### config.mk
export PLATFORM = sky130hd
export DESIGN_NAME = l2_fwd_lookup_flat
export DESIGN_NICKNAME = d
export VERILOG_FILES = /design/src/rtl/l2_fwd_lookup_if.sv /design/src/rtl/l2_fwd_lookup.sv /design/src/flat_wrapper.sv
export SDC_FILE = /design/constraint.sdc
export NUM_CORES = 1
export LEC_CHECK = 0
export ABC_AREA = 1
export CORE_MARGIN = 8
export CORE_UTILIZATION = 59
export DETAILED_ROUTE_END_ITERATION = 8
export GPL_ROUTABILITY_DRIVEN = 1
export GPL_TIMING_DRIVEN = 0
export PLACE_DENSITY = 0.79
export REMOVE_ABC_BUFFERS = 1
export SETUP_SLACK_MARGIN = 0.3
export SLEW_MARGIN = 10
export SYNTH_ARGS = -nofsm -noshare
export SYNTH_HDL_FRONTEND = slang
export SYNTH_SLANG_ARGS = --single-unit
### constraint.sdc
create_clock -name clk -period 5.6 [get_ports clk]
set_clock_uncertainty 0.2 [all_clocks]
set_input_delay 1.12 -clock clk [delete_from_list [all_inputs] [get_ports clk]]
set_output_delay 1.12 -clock clk [all_outputs]
set_load 0.02 [all_outputs]
### src/rtl/l2_fwd_lookup_if.sv
// Parser-side metadata stream into the L2 forwarding stage and its forwarded output.
// master = upstream/driver side, slave = the forwarding stage.
interface l2_fwd_lookup_if;
  logic         metadata_in_valid;
  logic [133:0] metadata_in;
  logic         ready_in;
  logic         tbl_clear;
  logic         metadata_out_valid;
  logic [133:0] metadata_out;
  logic         ready_out;

  modport master (
    output metadata_in_valid, metadata_in, ready_in, tbl_clear,
    input  metadata_out_valid, metadata_out, ready_out
  );

  modport slave (
    input  metadata_in_valid, metadata_in, ready_in, tbl_clear,
    output metadata_out_valid, metadata_out, ready_out
  );
endinterface

### src/rtl/l2_fwd_lookup.sv
// L2 forwarding: learns smac->port, looks up dmac, patches the egress bitmap into metadata word 0.
// 2-cycle latency per word (word 0 also waits for word 1); no internal backpressure.
module l2_fwd_lookup #(
  parameter int IDX_W     = 4,
  parameter int NUM_PORTS = 8
) (
  input logic            clk,
  input logic            reset,
  l2_fwd_lookup_if.slave bus
);

  localparam int         DEPTH     = 1 << IDX_W;
  localparam logic [7:0] PORT_MASK = 8'((16'd1 << NUM_PORTS) - 16'd1);

  typedef enum logic [1:0] {
    S_IDLE = 2'd0,
    S_META = 2'd1,
    S_PKT  = 2'd2
  } state_t;

  typedef struct packed {
    logic [47:0] mac;
    logic [3:0]  port;
  } ent_t;

  state_t             r_state;
  state_t             w_state_nxt;
  logic               w_mark_hdr;

  logic [133:0]       r_s_word;
  logic               r_s_valid;
  logic               r_s_hdr;

  logic [DEPTH-1:0]   r_tbl_vld;
  ent_t               r_tbl [DEPTH];

  logic               w_in_vld;
  logic [1:0]         w_in_tag;
  logic [47:0]        w_dmac;
  logic [47:0]        w_smac;
  logic [IDX_W-1:0]   w_idx_d;
  logic [IDX_W-1:0]   w_idx_s;
  logic [3:0]         w_in_port;
  ent_t               w_ent;
  logic               w_hold;
  logic               w_hdr_out;
  logic               w_word1;
  logic               w_hit;
  logic               w_learn;
  logic [7:0]         w_excl;
  logic [7:0]         w_bitmap;
  logic [133:0]       w_out_word;

  assign w_in_vld  = bus.metadata_in_valid;
  assign w_in_tag  = bus.metadata_in[133:132];
  assign w_dmac    = bus.metadata_in[127:80];
  assign w_smac    = bus.metadata_in[79:32];
  assign w_idx_d   = w_dmac[IDX_W-1:0];
  assign w_idx_s   = w_smac[IDX_W-1:0];
  assign w_in_port = r_s_word[123:120];
  assign w_ent     = r_tbl[w_idx_d];
  assign w_word1   = (w_in_tag == 2'b11);

  // A staged word 0 is parked until word 1 shows up, since its bitmap depends on word 1.
  assign w_hold    = r_s_valid && r_s_hdr && !w_in_vld;
  assign w_hdr_out = r_s_valid && r_s_hdr && w_in_vld;
  assign w_learn   = w_hdr_out && w_word1 && !w_smac[40];

  // Stream tracker: state register
  always_ff @(posedge clk or negedge reset) begin
    if (!reset) begin
      r_state <= S_IDLE;
    end else begin
      r_state <= w_state_nxt;
    end
  end

  // Stream tracker: next state
  always_comb begin
    w_state_nxt = r_state;
    if (w_in_vld) begin
      case (r_state)
        S_IDLE:  if (w_in_tag == 2'b01) w_state_nxt = S_META;
        S_META:  if (w_in_tag == 2'b00) w_state_nxt = S_PKT;
        S_PKT:   if (w_in_tag == 2'b10) w_state_nxt = S_IDLE;
        default: w_state_nxt = S_IDLE;
      endcase
    end
  end

  // Stream tracker: outputs
  always_comb begin
    w_mark_hdr = 1'b0;
    if (w_in_vld && (r_state == S_IDLE) && (w_in_tag == 2'b01)) begin
      w_mark_hdr = 1'b1;
    end
  end

  // Lookup reads pre-edge table contents; a same-cycle learn is not visible here.
  always_comb begin
    w_excl = ~(8'd1 << w_in_port);
    w_hit  = r_tbl_vld[w_idx_d] && (w_ent.mac == w_dmac) && !w_dmac[40];
    if (w_word1 && w_hit) begin
      w_bitmap = (8'd1 << w_ent.port) & w_excl & PORT_MASK;
    end else begin
      w_bitmap = PORT_MASK & w_excl;
    end
    w_out_word = r_s_word;
    if (r_s_hdr) begin
      w_out_word[119:112] = w_bitmap;
    end
  end

  always_ff @(posedge clk or negedge reset) begin
    if (!reset) begin
      r_s_word  <= '0;
      r_s_valid <= 1'b0;
      r_s_hdr   <= 1'b0;
    end else if (!w_hold) begin
      r_s_word  <= bus.metadata_in;
      r_s_valid <= w_in_vld;
      r_s_hdr   <= w_mark_hdr;
    end
  end

  always_ff @(posedge clk or negedge reset) begin
    if (!reset) begin
      bus.metadata_out_valid <= 1'b0;
      bus.metadata_out       <= '0;
      bus.ready_out          <= 1'b1;
    end else begin
      bus.ready_out <= bus.ready_in;
      if (w_hold) begin
        bus.metadata_out_valid <= 1'b0;
      end else begin
        bus.metadata_out_valid <= r_s_valid;
        bus.metadata_out       <= w_out_word;
      end
    end
  end

  // Clear first, then the learn re-validates its own index on the same edge.
  always_ff @(posedge clk or negedge reset) begin
    if (!reset) begin
      r_tbl_vld <= '0;
    end else begin
      if (bus.tbl_clear) r_tbl_vld <= '0;
      if (w_learn)       r_tbl_vld[w_idx_s] <= 1'b1;
    end
  end

  always_ff @(posedge clk) begin
    if (w_learn) begin
      r_tbl[w_idx_s] <= '{mac: w_smac, port: w_in_port};
    end
  end

endmodule

### src/flat_wrapper.sv
// flat-port wrapper written by rule: the top's interface ports become plain ports
module l2_fwd_lookup_flat 
#(
  parameter int IDX_W     = 4,
  parameter int NUM_PORTS = 8
)
  (clk, reset, bus_metadata_in_valid, bus_metadata_in, bus_ready_in, bus_tbl_clear, bus_metadata_out_valid, bus_metadata_out, bus_ready_out);
  l2_fwd_lookup_if bus_i ();
  input logic clk;
  input logic reset;
  input wire logic [$bits(bus_i.metadata_in_valid)-1:0] bus_metadata_in_valid;
  input wire logic [$bits(bus_i.metadata_in)-1:0] bus_metadata_in;
  input wire logic [$bits(bus_i.ready_in)-1:0] bus_ready_in;
  input wire logic [$bits(bus_i.tbl_clear)-1:0] bus_tbl_clear;
  output wire logic [$bits(bus_i.metadata_out_valid)-1:0] bus_metadata_out_valid;
  output wire logic [$bits(bus_i.metadata_out)-1:0] bus_metadata_out;
  output wire logic [$bits(bus_i.ready_out)-1:0] bus_ready_out;
  assign bus_i.metadata_in_valid = bus_metadata_in_valid;
  assign bus_i.metadata_in = bus_metadata_in;
  assign bus_i.ready_in = bus_ready_in;
  assign bus_i.tbl_clear = bus_tbl_clear;
  assign bus_metadata_out_valid = bus_i.metadata_out_valid;
  assign bus_metadata_out = bus_i.metadata_out;
  assign bus_ready_out = bus_i.ready_out;
  l2_fwd_lookup #(.IDX_W(IDX_W), .NUM_PORTS(NUM_PORTS)) u_core (.clk(clk), .reset(reset), .bus(bus_i));
endmodule
==> key figures <==
Floorplan
  • Horiz. Die Dim: 295 um
  • I/O pin count: 275
  • Die Y: 295 um
  • Full die area: 86900 um2
  • Std cell rows: 102
  • Core Area: 77200 um2
  • Initial Utilization: 59.4%

Logic synthesis
  • Register area share after synthesis: 70.3%
  • Mapped Cells: 4268
  • Area share of the largest cell type after synthesis: 54.5%
  • Synth area leaders: edfxtp_1 (54%), dfrtp_1 (16%), nand2_1 (11%)
  • Register bit total from synthesis: 1122
  • Mapped cell area: 45900 um2
  • Unique masters post-synth: 30
  • Cell taking the most area after synthesis: edfxtp_1
  • Mux cell area share after synthesis: 0%
  • Post-Synth Adder-Cell Area: 0%
  • Synth Area in XOR/XNOR: 0%
  • Number of synthesis warnings: 0
  • Largest family of logic cells by synthesized area: simple AND/OR/NAND/NOR gates
  • Post-synthesis compound-gate area fraction: 5.67%
  • Avg Inst Size Synth: 10.7 um2
  • Simple-Gate Fraction of Synth Area: 18.7%

GRT
  • First-pass GRT wire length: 181000 um
  • Gr ovfl total: 0
  • Vias in the first global route: 31900
  • GRT Total Usage: 26.7%
  • Initial antenna violation count: 6
  • Largest net degree at the start of global routing: 148

Critical path
  • Crit-path cells: buf_8 -> buf_16 -> buf_16 -> inv_8 -> buf_16 -> buf_16 -> nand2_1 -> nand2_1 -> nand2_1 -> nand3_1 -> nand3_1 -> nand2_1 -> nand2_1 -> nand2_1 -> nor2_1 -> nand2_1 -> nor2_1 -> nand2_1 -> nor2_4 -> nand3_1 -> nand2_1 -> a21oi_1
  • Family with the most delay on the worst path: buffers and inverters
  • Crit path largest cell delay: 0.41 ns
  • Most used cell, CP: nand2_1
  • Slowest-stage cell, CP: buf_16
  • Critical Path Fanout Max: 126
  • Worst Path Buf+Inv: 6
  • CP endpoint kind: register
  • Type of origin of the critical path: input port
  • WP data required: 5.93 ns
  • Crit path kind: input port to register
  • Crit path DAT: 5.33 ns

Drt
  • Detailed Route WL: 118000 um
  • Vias per inst: 5.75
  • Routed Antenna Nets: 0
  • Wire length per cell: 20.9 um
  • DRT Pass-1 Iters: 6
  • Drt drc: 0
  • Number of DRC markers in iteration 0: 4081
  • DR vias: 32400

Job
  • Max-cap violation count: 0

Finish
  • Layout area overhead: 18.4%
  • FILL cells: 5102
  • Layout cells sized above 1: 5.91%
  • Final nets: 4630
  • Final core utilization: 70.3%

STA
  • Final worst path period need: 5.00 ns
  • Final setup margin: 0.603 ns
  • Fmax: 200 MHz
  • Worst slew pin tran: 1.13 ns
  • Final Setup Violations: 0
  • Slew Limit Headroom: 23.7%
  • Final Hold Viols: 0
  • RSZ-0062 raised after global routing: false
  • Setup TNS: 0 ns
  • Pins Over Slew Limit: 0
  • Ratio of final minimum period to clock period: 89.2%

Clock network
  • Setup bufs post-CTS: 0
  • Clk Latency, worst-skew pair: 0.66 ns
  • TritonCTS clock tree: done
  • Clock Path Buffers: 3
  • # hold bufs at CTS: 0
  • CTS Buf Count: 110
  • Clock-pin transition on the worst setup and hold timing paths: 0.06 ns
  • Post-CTS sizing: 0
  • Sink Count: 1122
  • H-tree depth: 3
  • Cell at the root of the clock tree: clkbuf_16

Status
  • Outcome: finished clean

Power and ir drop
  • Tot Pwr: 19.7 mW
  • Cell Pwr Density: 363 nW/um2
  • Leak pwr: 21.7 nW
  • Maximum VDD drop: 0.000284 V

Placed design
  • Detail Placement HPWL: 67000 um
  • RePlAce Congestion: 0.761
  • PortBufs: 274
  • Worst slack, placed: -0.221 ns

Hold path
  • Min-Delay Path Class: input port to async pin
-- cells by family (layout without fill, tap and decap cells) --
kind of cell,Yosys count,count (layout)
simple gates,2139,2139
flops,1122,1122
other cells,0,1
compound gates,473,473
buf+inv,534,855
-- synth_stat cells, drive strengths merged --
master / number
or2: 3
nor2: 370
edfxtp: 832
nor3: 1
o21ai: 351
a31oi: 1
o22ai: 7
buf: 145
clkbuf: 90
dfstp: 1
clkinv: 1
o221ai: 13
nand3: 403
nor4: 1
o211ai: 66
a21oi: 35
inv: 298
dfrtp: 289
nand2: 1359
nand4: 2
-- where the power goes --
group / leakage [nW] / total [mW] / internal, mW / switching (mW)
logic: 8.88 / 2.41 / 0.914 / 1.49
clock network: 1.86 / 7.71 / 4.61 / 3.09
registers: 10.9 / 9.60 / 9.37 / 0.228
total: 21.7 / 19.7 / 14.9 / 4.82
-- path summary, 6_finish.rpt --
| check | slack (ns) | startpoint | cells past startpoint | end |
|---|---|---|---|---|
| max | 0.60 | bus_metadata_in[80] | 22 | u_core.bus.metadata_out[118] |
| max reg2reg | 1.56 | u_core.r_s_hdr | 6 | u_core.r_tbl[14][26] |
| max in group asynchronous | 3.92 | reset | 3 | u_core.r_s_word[91] |
| min reg2reg | 0.26 | u_core.r_s_word[130] | 2 | u_core.bus.metadata_out[130] |
| min in group clk | 0.26 | u_core.r_s_word[130] | 2 | u_core.bus.metadata_out[130] |
| min | 0.13 | reset | 1 | u_core.r_s_word[79] |
-- routing by layer --
layer  vias to the layer above  wire, um  track usage, %  share of wire, %
met5                         -        48               0             0.041
met4                         8      3880            9.17               3.3
met3                       317     12100            5.19                10
met2                      1862     57000            44.1                48
met1                     15500     44900            35.6                38
li1                      14700         -               -                 -
-- sequential cells by signal, indices dropped and copies added, names as in the netlist --
register,flops
u_core.bus.metadata_out,134
u_core.bus.metadata_out_valid,1
u_core.bus.ready_out,1
u_core.r_s_hdr,1
u_core.r_s_valid,1
u_core.r_s_word,134
u_core.r_state,2
u_core.r_tbl,832
u_core.r_tbl_vld,16
-- cell type report --
type / instances / area [um2] / area share [%]
Tap cell: 1040 / 1300 / 2.40
Inverter: 299 / 1150 / 2.12
Clock inverter: 71 / 779 / 1.44
Antenna cell: 1 / 2.50 / 0.00461
Sequential cell: 1122 / 32200 / 59.4
Timing Repair Buffer: 346 / 4500 / 8.28
Multi-Input combinational cell: 2612 / 11300 / 20.8
Clock buffer: 139 / 3040 / 5.59
-- stage by stage --
step                      std cells  instance area [um2]  hold slack (ns)
after floorplan                4033                44500            0.242
after global placement         5347                48600            0.250
after detailed placement       5418                50500            0.251
after CTS                      5628                54300            0.109
after global routing           5630                54300            0.114
final                          5630                54300            0.132
-- cell usage in the layout (no fill, tap or decap), drive strengths merged, types with 66 or more instances in the layout --
cell and n:
clkbuf 140, dfrtp 289, o211ai 66, buf 76
nand3 403, inv 301, o21ai 351, clkdlybuf4s50 269
edfxtp 832, nand2 1359, nor2 370
(Power assumes the default switching activity.)
